<file path="src/rtl/irq_pkg.sv">
// Shared constants and types for the interrupt controller: register map,
// ICR bit positions and the source-vector type.
package irq_pkg;

    localparam logic [7:0] ADDR_IER = 8'h00;
    localparam logic [7:0] ADDR_IPR = 8'h01;
    localparam logic [7:0] ADDR_ICR = 8'h02;
    localparam logic [7:0] ADDR_IVR = 8'h03;

    localparam int ICR_GEN_BIT = 0;
    localparam int ICR_SWI_BIT = 1;
    localparam int MAX_SRC     = 8;

    typedef logic [7:0] irq_vec_t;

    // Bits below n set; used to tie unimplemented source bits to zero.
    function automatic irq_vec_t src_mask(input int n);
        irq_vec_t m;
        m = '0;
        for (int i = 0; i < MAX_SRC; i++) begin
            if (i < n) m[i] = 1'b1;
        end
        return m;
    endfunction

endpackage

</file>
<file path="src/rtl/irq_prio_enc.sv">
// Fixed-priority encoder: lowest set index wins; id is 0 when nothing is set.
module irq_prio_enc #(
    parameter int N = 8
) (
    input  logic [N-1:0] req,
    output logic         any,
    output logic [2:0]   id
);

    always_comb begin
        any = |req;
        id  = '0;
        // Scan downward so the lowest active index is the last one written.
        for (int i = N - 1; i >= 0; i--) begin
            if (req[i]) id = 3'(i);
        end
    end

endmodule

</file>
<file path="src/rtl/irq_ctrl.sv">
// Interrupt controller: edge-captures source flags into pending bits, masks them,
// and presents one registered IRQ line plus vector; programmed over an APB-style bus.
module irq_ctrl
    import irq_pkg::*;
#(
    parameter int NUM_SRC = 8,
    parameter int ADDR_W  = 8,
    parameter int DATA_W  = 8
) (
    input  logic              pclk,
    input  logic              preset,
    input  logic              psel,
    input  logic              penable,
    input  logic              pwrite,
    input  logic [ADDR_W-1:0] paddr,
    input  logic [DATA_W-1:0] pwdata,
    output logic [DATA_W-1:0] prdata,
    output logic              pready,
    output logic              pslverr,
    input  logic [NUM_SRC-1:0] src_i,
    input  logic              irq_ack,
    output logic              irq_o,
    output logic [2:0]        irq_id
);

    localparam irq_vec_t SRC_MASK = src_mask(NUM_SRC);

    logic [NUM_SRC-1:0] src_q;
    irq_vec_t ier, ipr, ipr_nxt, set_v, clr_v, rise_v, act, wdata, rd_data;
    logic     gen;
    logic     setup_ph, wr_acc;
    logic     sel_ier, sel_ipr, sel_icr, sel_ivr, mapped;
    logic     any_act;
    logic [2:0] id_nxt;

    assign pready   = 1'b1;
    assign setup_ph = psel & ~penable;
    assign wr_acc   = psel & penable & pwrite;
    assign wdata    = irq_vec_t'(pwdata);

    assign sel_ier = (paddr == ADDR_W'(ADDR_IER));
    assign sel_ipr = (paddr == ADDR_W'(ADDR_IPR));
    assign sel_icr = (paddr == ADDR_W'(ADDR_ICR));
    assign sel_ivr = (paddr == ADDR_W'(ADDR_IVR));
    assign mapped  = sel_ier | sel_ipr | sel_icr | sel_ivr;

    assign rise_v = irq_vec_t'(src_i & ~src_q);
    assign act    = ipr & ier;

    irq_prio_enc #(.N(NUM_SRC)) u_prio (
        .req (act[NUM_SRC-1:0]),
        .any (any_act),
        .id  (id_nxt)
    );

    // Set sources are applied after clears so a same-cycle set always wins.
    always_comb begin
        set_v = rise_v;
        clr_v = '0;
        if (wr_acc && sel_ipr) clr_v = wdata;
        if (wr_acc && sel_icr && wdata[ICR_SWI_BIT]) set_v[0] = 1'b1;
        if (irq_ack && irq_o) clr_v[irq_id] = 1'b1;
        ipr_nxt = (set_v | (ipr & ~clr_v)) & SRC_MASK;
    end

    always_comb begin
        rd_data = '0;
        if (sel_ier) rd_data = ier;
        if (sel_ipr) rd_data = ipr;
        if (sel_icr) rd_data = irq_vec_t'(gen);
        if (sel_ivr) rd_data = {irq_o, 4'b0000, irq_id};
    end

    always_ff @(posedge pclk) begin
        if (preset) begin
            src_q   <= '0;
            ier     <= '0;
            ipr     <= '0;
            gen     <= 1'b0;
            irq_o   <= 1'b0;
            irq_id  <= '0;
            prdata  <= '0;
            pslverr <= 1'b0;
        end else begin
            src_q  <= src_i;
            ipr    <= ipr_nxt;
            if (wr_acc && sel_ier) ier <= wdata & SRC_MASK;
            if (wr_acc && sel_icr) gen <= wdata[ICR_GEN_BIT];
            irq_o  <= gen & any_act;
            irq_id <= id_nxt;
            // Read data and error are captured in setup and held through the access phase.
            if (setup_ph) begin
                prdata  <= pwrite ? '0 : DATA_W'(rd_data);
                pslverr <= ~mapped;
            end else begin
                prdata  <= '0;
                pslverr <= 1'b0;
            end
        end
    end

endmodule

</file>
<file path="config.mk">
export PLATFORM = sky130hd
export DESIGN_NAME = irq_ctrl
export DESIGN_NICKNAME = d
export VERILOG_FILES = /design/src/rtl/irq_pkg.sv /design/src/rtl/irq_prio_enc.sv /design/src/rtl/irq_ctrl.sv
export SDC_FILE = /design/constraint.sdc
export NUM_CORES = 1
export LEC_CHECK = 0
export ABC_CLOCK_PERIOD_IN_PS = 3400
export BUFFER_PORTS_ARGS = -buffer_cell sky130_fd_sc_hd__buf_2
export CORE_MARGIN = 4
export CORE_UTILIZATION = 55
export CTS_CLUSTER_DIAMETER = 30
export DETAILED_ROUTE_END_ITERATION = 8
export PLACE_DENSITY_LB_ADDON = 0.1
export SYNTH_ARGS = -nofsm -noshare
export SYNTH_HDL_FRONTEND = slang
export SYNTH_SLANG_ARGS = --single-unit
</file>
<file path="constraint.sdc">
create_clock -name pclk -period 3.4 [get_ports pclk]
set_input_delay 0.68 -clock pclk [delete_from_list [all_inputs] [get_ports pclk]]
set_output_delay 0.68 -clock pclk [all_outputs]
set_load 0.01 [all_outputs]
</file>
==> results_dict.tcl, run 1 <==
set metrics [dict create \
    outcome "completed" \
    rr_worst_depth 4 \
    synthesis.nets 197 \
    boundaryPins 44 \
    netSwitchingFraction_pct 24.8 \
    dieArea_sq_mm 0.00383 \
    path_buf_inv 1 \
    holdPathEnd "ipr[6]" \
    ys_async_sr_fraction_pct 0 \
    wl_per_cell_microns 14.4 \
    core_area_sq_mm 0.00276 \
    drtIter0Drc 58 \
    clock-root-buffer "clkbuf_4" \
    setup_viol_count_final 0 \
    placed_cells 234 \
    cts_buffers 5 \
    ys_warn_count 0 \
    synth.most_common_cell "dfxtp_1" \
    rows 19 \
    finalClockSkew_ps 7.36 \
    grt_pass1_vias 1204 \
    avgSynthCellArea_sq_um 9.55 \
    cts_sinks 38 \
    dr.pass1.iters 4 \
    cts_setup_buffers 0 \
    p_leak_nw 0.897 \
    crit_type "primary input to flip-flop" \
    crit_slowest_cell "or3b_2" \
    drc_errors 0 \
    fillers 242 \
    seq_area_frac_synth_pct 47.7 \
    synth_top_area_share_pct 47.7 \
    crit_arrival_ps 2040 \
    rsz0062_at_grt "false" \
    ir_drop_uv 418 \
    clkLatencyLatePin_ps 340 \
    netlist_top_cells_area "dfxtp_1, mux2i_1, nor2b_1, nor2_1, a21oi_1" \
    synthCells 167 \
    tns_ps 0 \
    grt_antenna_before_repair 0 \
    postRouteAntennaNets 0 \
    cellPowerDensity_mw_per_mm2 420 \
    clk_pin_slew_worst_paths_ps 110 \
    via_per_inst 5.53 \
    synth.distinct_cells 34 \
    initial_utilization_pct 57.8 \
    place.gp.congestion 0.831 \
    pwr-share-seq_pct 59.6 \
    worstPathMaxFanout 21 \
    totalWireLength_microns 3470 \
    fin_cells 242 \
    endpoint_kind "flip-flop" \
    synth_edf_count 0 \
    min_from "src_q[6]" \
    syn_area_sq_mm 0.00160 \
    via_count 1338 \
    total_power_w 0.000789 \
    intPower_w 0.000593 \
    port_buffers 42 \
    critical_path_required_ps 3670 \
    period_share_pct 52.3 \
    grt_pass1_wl_microns 5460 \
    cp_top_family "simple AND/OR/NAND/NOR gates" \
    postCtsHoldBufs 0 \
    grt_util_all_layers_pct 20.0 \
    drive_above_1_share_pct 27.0 \
    clockBufferDepth 2 \
    dieHeight_microns 61.9 \
    synth_commonest_cells "dfxtp_1, nor2_1, mux2i_1, nand2_1" \
    cp-start-kind "primary input" \
    ys_seq_elements 38 \
    r2r-end "ipr[4]" \
    area_growth_pct 17.6 \
    synth.largest_area_cell "dfxtp_1" \
    ys.flop_type "dfxtp_1" \
    place_hpwl_microns 2610 \
    antennaDiodeCount 0 \
    min_period_ps 1780 \
    path_cells "buf_2, or3b_2, nor2_1, nand3_1, nor3_1" \
    worstHoldPathType "flip-flop to flip-flop" \
    max_cap_violations 0 \
    layout.nets 240 \
    clock.fmax_ghz 0.562 \
    dieWidth_microns 61.9 \
    pwr-share-clk_pct 31.7 \
    whs_path_depth 2 \
    reg2reg_from "irq_o" \
    reg2reg_setup_slack_ps 2120 \
    cts_tree "built" \
    htree_levels 2 \
    cts-resized-gates 0 \
    slew_viol_final 0 \
    slowest_delay_ps 500 \
    overflow 0 \
    p_sw_w 0.000196 \
    grt_max_degree 22 \
    p_comb_share_pct 8.8 \
    final-hold-violation-count 0 \
]
[area by class of cell]
cell class	count	area (sq um)	share of cell area, %
clock buffer	6	51.3	2.73
clock inverter	2	12.5	0.667
inverter	10	37.5	2.00
multi-input combinational	113	766	40.8
sequential	38	761	40.5
tap	31	38.8	2.07
timing repair buffer	42	210	11.2
[power by group through the flow]
stage	logic [W]	registers [W]	clock network (W)
2_1_floorplan	0.0000428	0.000477	0
3_3_place_gp	0.0000666	0.000479	0
3_5_place_dp	0.0000689	0.000480	0
4_1_cts	0.0000693	0.000470	0.000257
5_1_grt	0.0000774	0.000472	0.000278
6_report	0.0000692	0.000470	0.000250
[metal layers]
metal	up-vias	global-route usage, %	routed length, microns
li1	675	-	-
met1	603	25.8	1560
met2	53	30.8	1550
met3	7	6.40	317
met4	0	8.48	53
met5	-	0	0
[tightest hold or removal path, cell delays in order (launching register included)]
cell and delay, ps:
dfxtp_1 310, inv_1 40, a21o_1 90
[worst max path at each step]
stage | start | endpoint | cells past startpoint
floorplan | paddr[5] | ipr[4] | 5
global placement | preset | prdata[3] | 5
detailed placement | preset | prdata[5] | 5
CTS | preset | prdata[5] | 5
global route | preset | prdata[5] | 5
finish | preset | prdata[5] | 5
[per-stage QoR]
step                      utilization, %  cell area [sq um]  setup slack (ps)  hold WS [ps]
after global routing                68.1               1880              1520           496
after detailed placement            65.7               1810              1280           443
after global placement              65.7               1810              1330           431
final                               68.1               1880              1620           460
after CTS                           68.1               1880              1650           467
after floorplan                        -               1600              1640           425
[state kept, by name (all words and copies together) (netlist names)]
signal	count
gen	1
ier	8
ipr	8
irq_id	3
irq_o	1
prdata	8
pslverr	1
src_q	8
[cells in the final DEF (no fill, tap or decap), drive strengths merged]
master | synthesis | layout
o21ai | 1 | 1
a21o | 7 | 7
nand2b | 2 | 2
o311ai | 1 | 1
buf | 3 | 42
nand2 | 13 | 13
mux2 | 3 | 3
a41oi | 1 | 1
dfxtp | 38 | 38
nand3b | 1 | 1
a21oi | 11 | 11
mux4 | 1 | 1
or3b | 1 | 1
conb | 1 | 1
nor4 | 1 | 1
clkbuf | 3 | 6
nand3 | 5 | 5
nand4 | 2 | 2
nor2 | 15 | 15
nor3b | 1 | 1
mux2i | 13 | 13
a32o | 1 | 1
nor3 | 4 | 4
nor2b | 11 | 11
o211ai | 6 | 6
o31ai | 1 | 1
o31a | 1 | 1
and4 | 2 | 2
inv | 10 | 10
clkinvlp | 0 | 1
clkinv | 0 | 1
a22oi | 5 | 5
a2bb2oi | 1 | 1
and3 | 1 | 1
[logic make-up (layout without fill, tap and decap cells)]
| group | after synthesis | after routing | synth area share [%] |
|---|---|---|---|
| AND/OR/NAND/NOR | 59 | 59 | 20.5 |
| flip-flops | 38 | 38 | 47.7 |
| AO/OA/AOI/OAI | 36 | 36 | 15.5 |
| multiplexers | 17 | 17 | 11.7 |
| buffers and inverters | 16 | 60 | 4.31 |
| other | 1 | 1 | 0.235 |
(Power assumes the default switching activity.)
==> run 2, diff against run 1 <==
- ABC_CLOCK_PERIOD_IN_PS: 3400 -> 1400
- CORE_UTILIZATION: 55 -> 46
- clock period: 3.4 -> 1.4 ns (I/O delays scaled with it)
==> results_dict.tcl, run 2 (synthesis gave the netlist of run 1 again) <==
set metrics [dict create \
    outcome "completed" \
    grt_util_all_layers_pct 18.7 \
    final-hold-violation-count 0 \
    postCtsHoldBufs 0 \
    grt_antenna_before_repair 0 \
    p_leak_nw 0.938 \
    clockBufferDepth 2 \
    cts_setup_buffers 0 \
    rr_worst_depth 4 \
    clock.fmax_ghz 0.771 \
    place_area_sq_mm 0.00189 \
    max_cap_violations 0 \
    rows 21 \
    drive_above_1_share_pct 29.7 \
    tns_ps 0 \
    slew_viol_final 0 \
    dieArea_sq_mm 0.00447 \
    crit_type "flip-flop to primary output" \
    wl_per_cell_microns 14.7 \
    clkLatencyLatePin_ps 340 \
    clock-root-buffer "clkbuf_4" \
    cts_tree "built" \
    dr.pass1.iters 4 \
    slowest_delay_ps 490 \
    path_buf_inv 1 \
    cp_top_family "flip-flops" \
    drc_errors 0 \
    cts_sinks 38 \
    core_area_sq_mm 0.00334 \
    cts-resized-gates 0 \
    grt_pass1_wl_microns 6090 \
    crit_slowest_cell "dfxtp_1" \
    layout_common_cells "buf_2, dfxtp_1, nor2_1" \
    fin_cells 265 \
    cts_buffers 5 \
    period_share_pct 92.7 \
    totalWireLength_microns 3890 \
    via_per_inst 5.15 \
    drtIter0Drc 80 \
    placed_cells 257 \
    place.gp.congestion 0.903 \
    setup_viol_count_final 0 \
    cellPowerDensity_mw_per_mm2 984 \
    rsz0062_at_grt "false" \
    endpoint_kind "primary output" \
    dieHeight_microns 66.9 \
    ir_drop_uv 658 \
    path_cells "buf_2" \
    cp_num_cells 1 \
    worstPathMaxFanout 7 \
    worstHoldPathType "primary input to flip-flop" \
    boundaryPins 44 \
    dp_slack_ps -118 \
    initial_utilization_pct 47.8 \
    clk_pin_slew_worst_paths_ps 110 \
    setup_ws_ps 102 \
    overflow 0 \
    place_hpwl_microns 2970 \
    critical_path_required_ps 1120 \
    layout.nets 248 \
    via_count 1366 \
    final_area_sq_mm 0.00196 \
    crit_arrival_ps 1020 \
    htree_levels 2 \
    finalClockSkew_ps 4.58 \
    grt_pass1_vias 1315 \
    final_common_cell "buf_2" \
    port_buffers 42 \
    whs_path_depth 2 \
    dieWidth_microns 66.9 \
    min_period_ps 1300 \
    grt_max_degree 21 \
    cp-start-kind "flip-flop" \
    area_growth_pct 22.6 \
    postRouteAntennaNets 0 \
    antennaDiodeCount 0 \
]
run 2: cell types whose count changed in the layout (fill, tap and decap cells not counted):
cell and delta:
buf_4 +8
run 2: area by class of cell:
cell class              count  area [sq um]
well taps                  46          57.6
inverters                  10          37.5
fillers                   317          1380
clock inverters             2          12.5
repair buffers             50           270
flip-flops and latches     38           761
clock buffers               6          51.3
multi-input cells         113           766
run 2: per-layer routing:
metal	track usage, %	routed length, microns	vias to the layer above
li1	-	-	688
met5	0	0	-
met4	7.59	61	0
met1	21.5	1740	628
met3	7.08	277	7
met2	30.9	1810	43
run 2: final timing paths:
path | from | end | slack (ps)
max | irq_id[1] | irq_id[1] | 100
min | src_i[0] | src_q[0] | 160
max reg2reg | irq_o | ipr[4] | 150
min reg2reg | src_q[1] | ipr[1] | 460
run 2: power by group:
part	total [W]	internal [W]	switching, W
logic	0.000186	0.0000943	0.0000914
registers	0.00114	0.00112	0.0000259
clock network	0.000596	0.000241	0.000355
total	0.00192	0.00145	0.000472
run 2: per-stage QoR:
step / total power [W] / hold slack (ps) / utilization [%]
6_report: 0.00192 / 163 / 58.6
2_1_floorplan: 0.00126 / 408 / -
5_1_grt: 0.00202 / 158 / 58.6
4_1_cts: 0.00194 / 160 / 58.6
3_3_place_gp: 0.00134 / 433 / 56.7
3_5_place_dp: 0.00135 / 439 / 56.7
run 2: worst register-to-register path: cells and delay by family (launching register included):
kind / cells / cell delay (ps)
AOI/OAI and AO/OA: 3 / 570
DFF: 1 / 390
and+or+nand+nor: 1 / 210
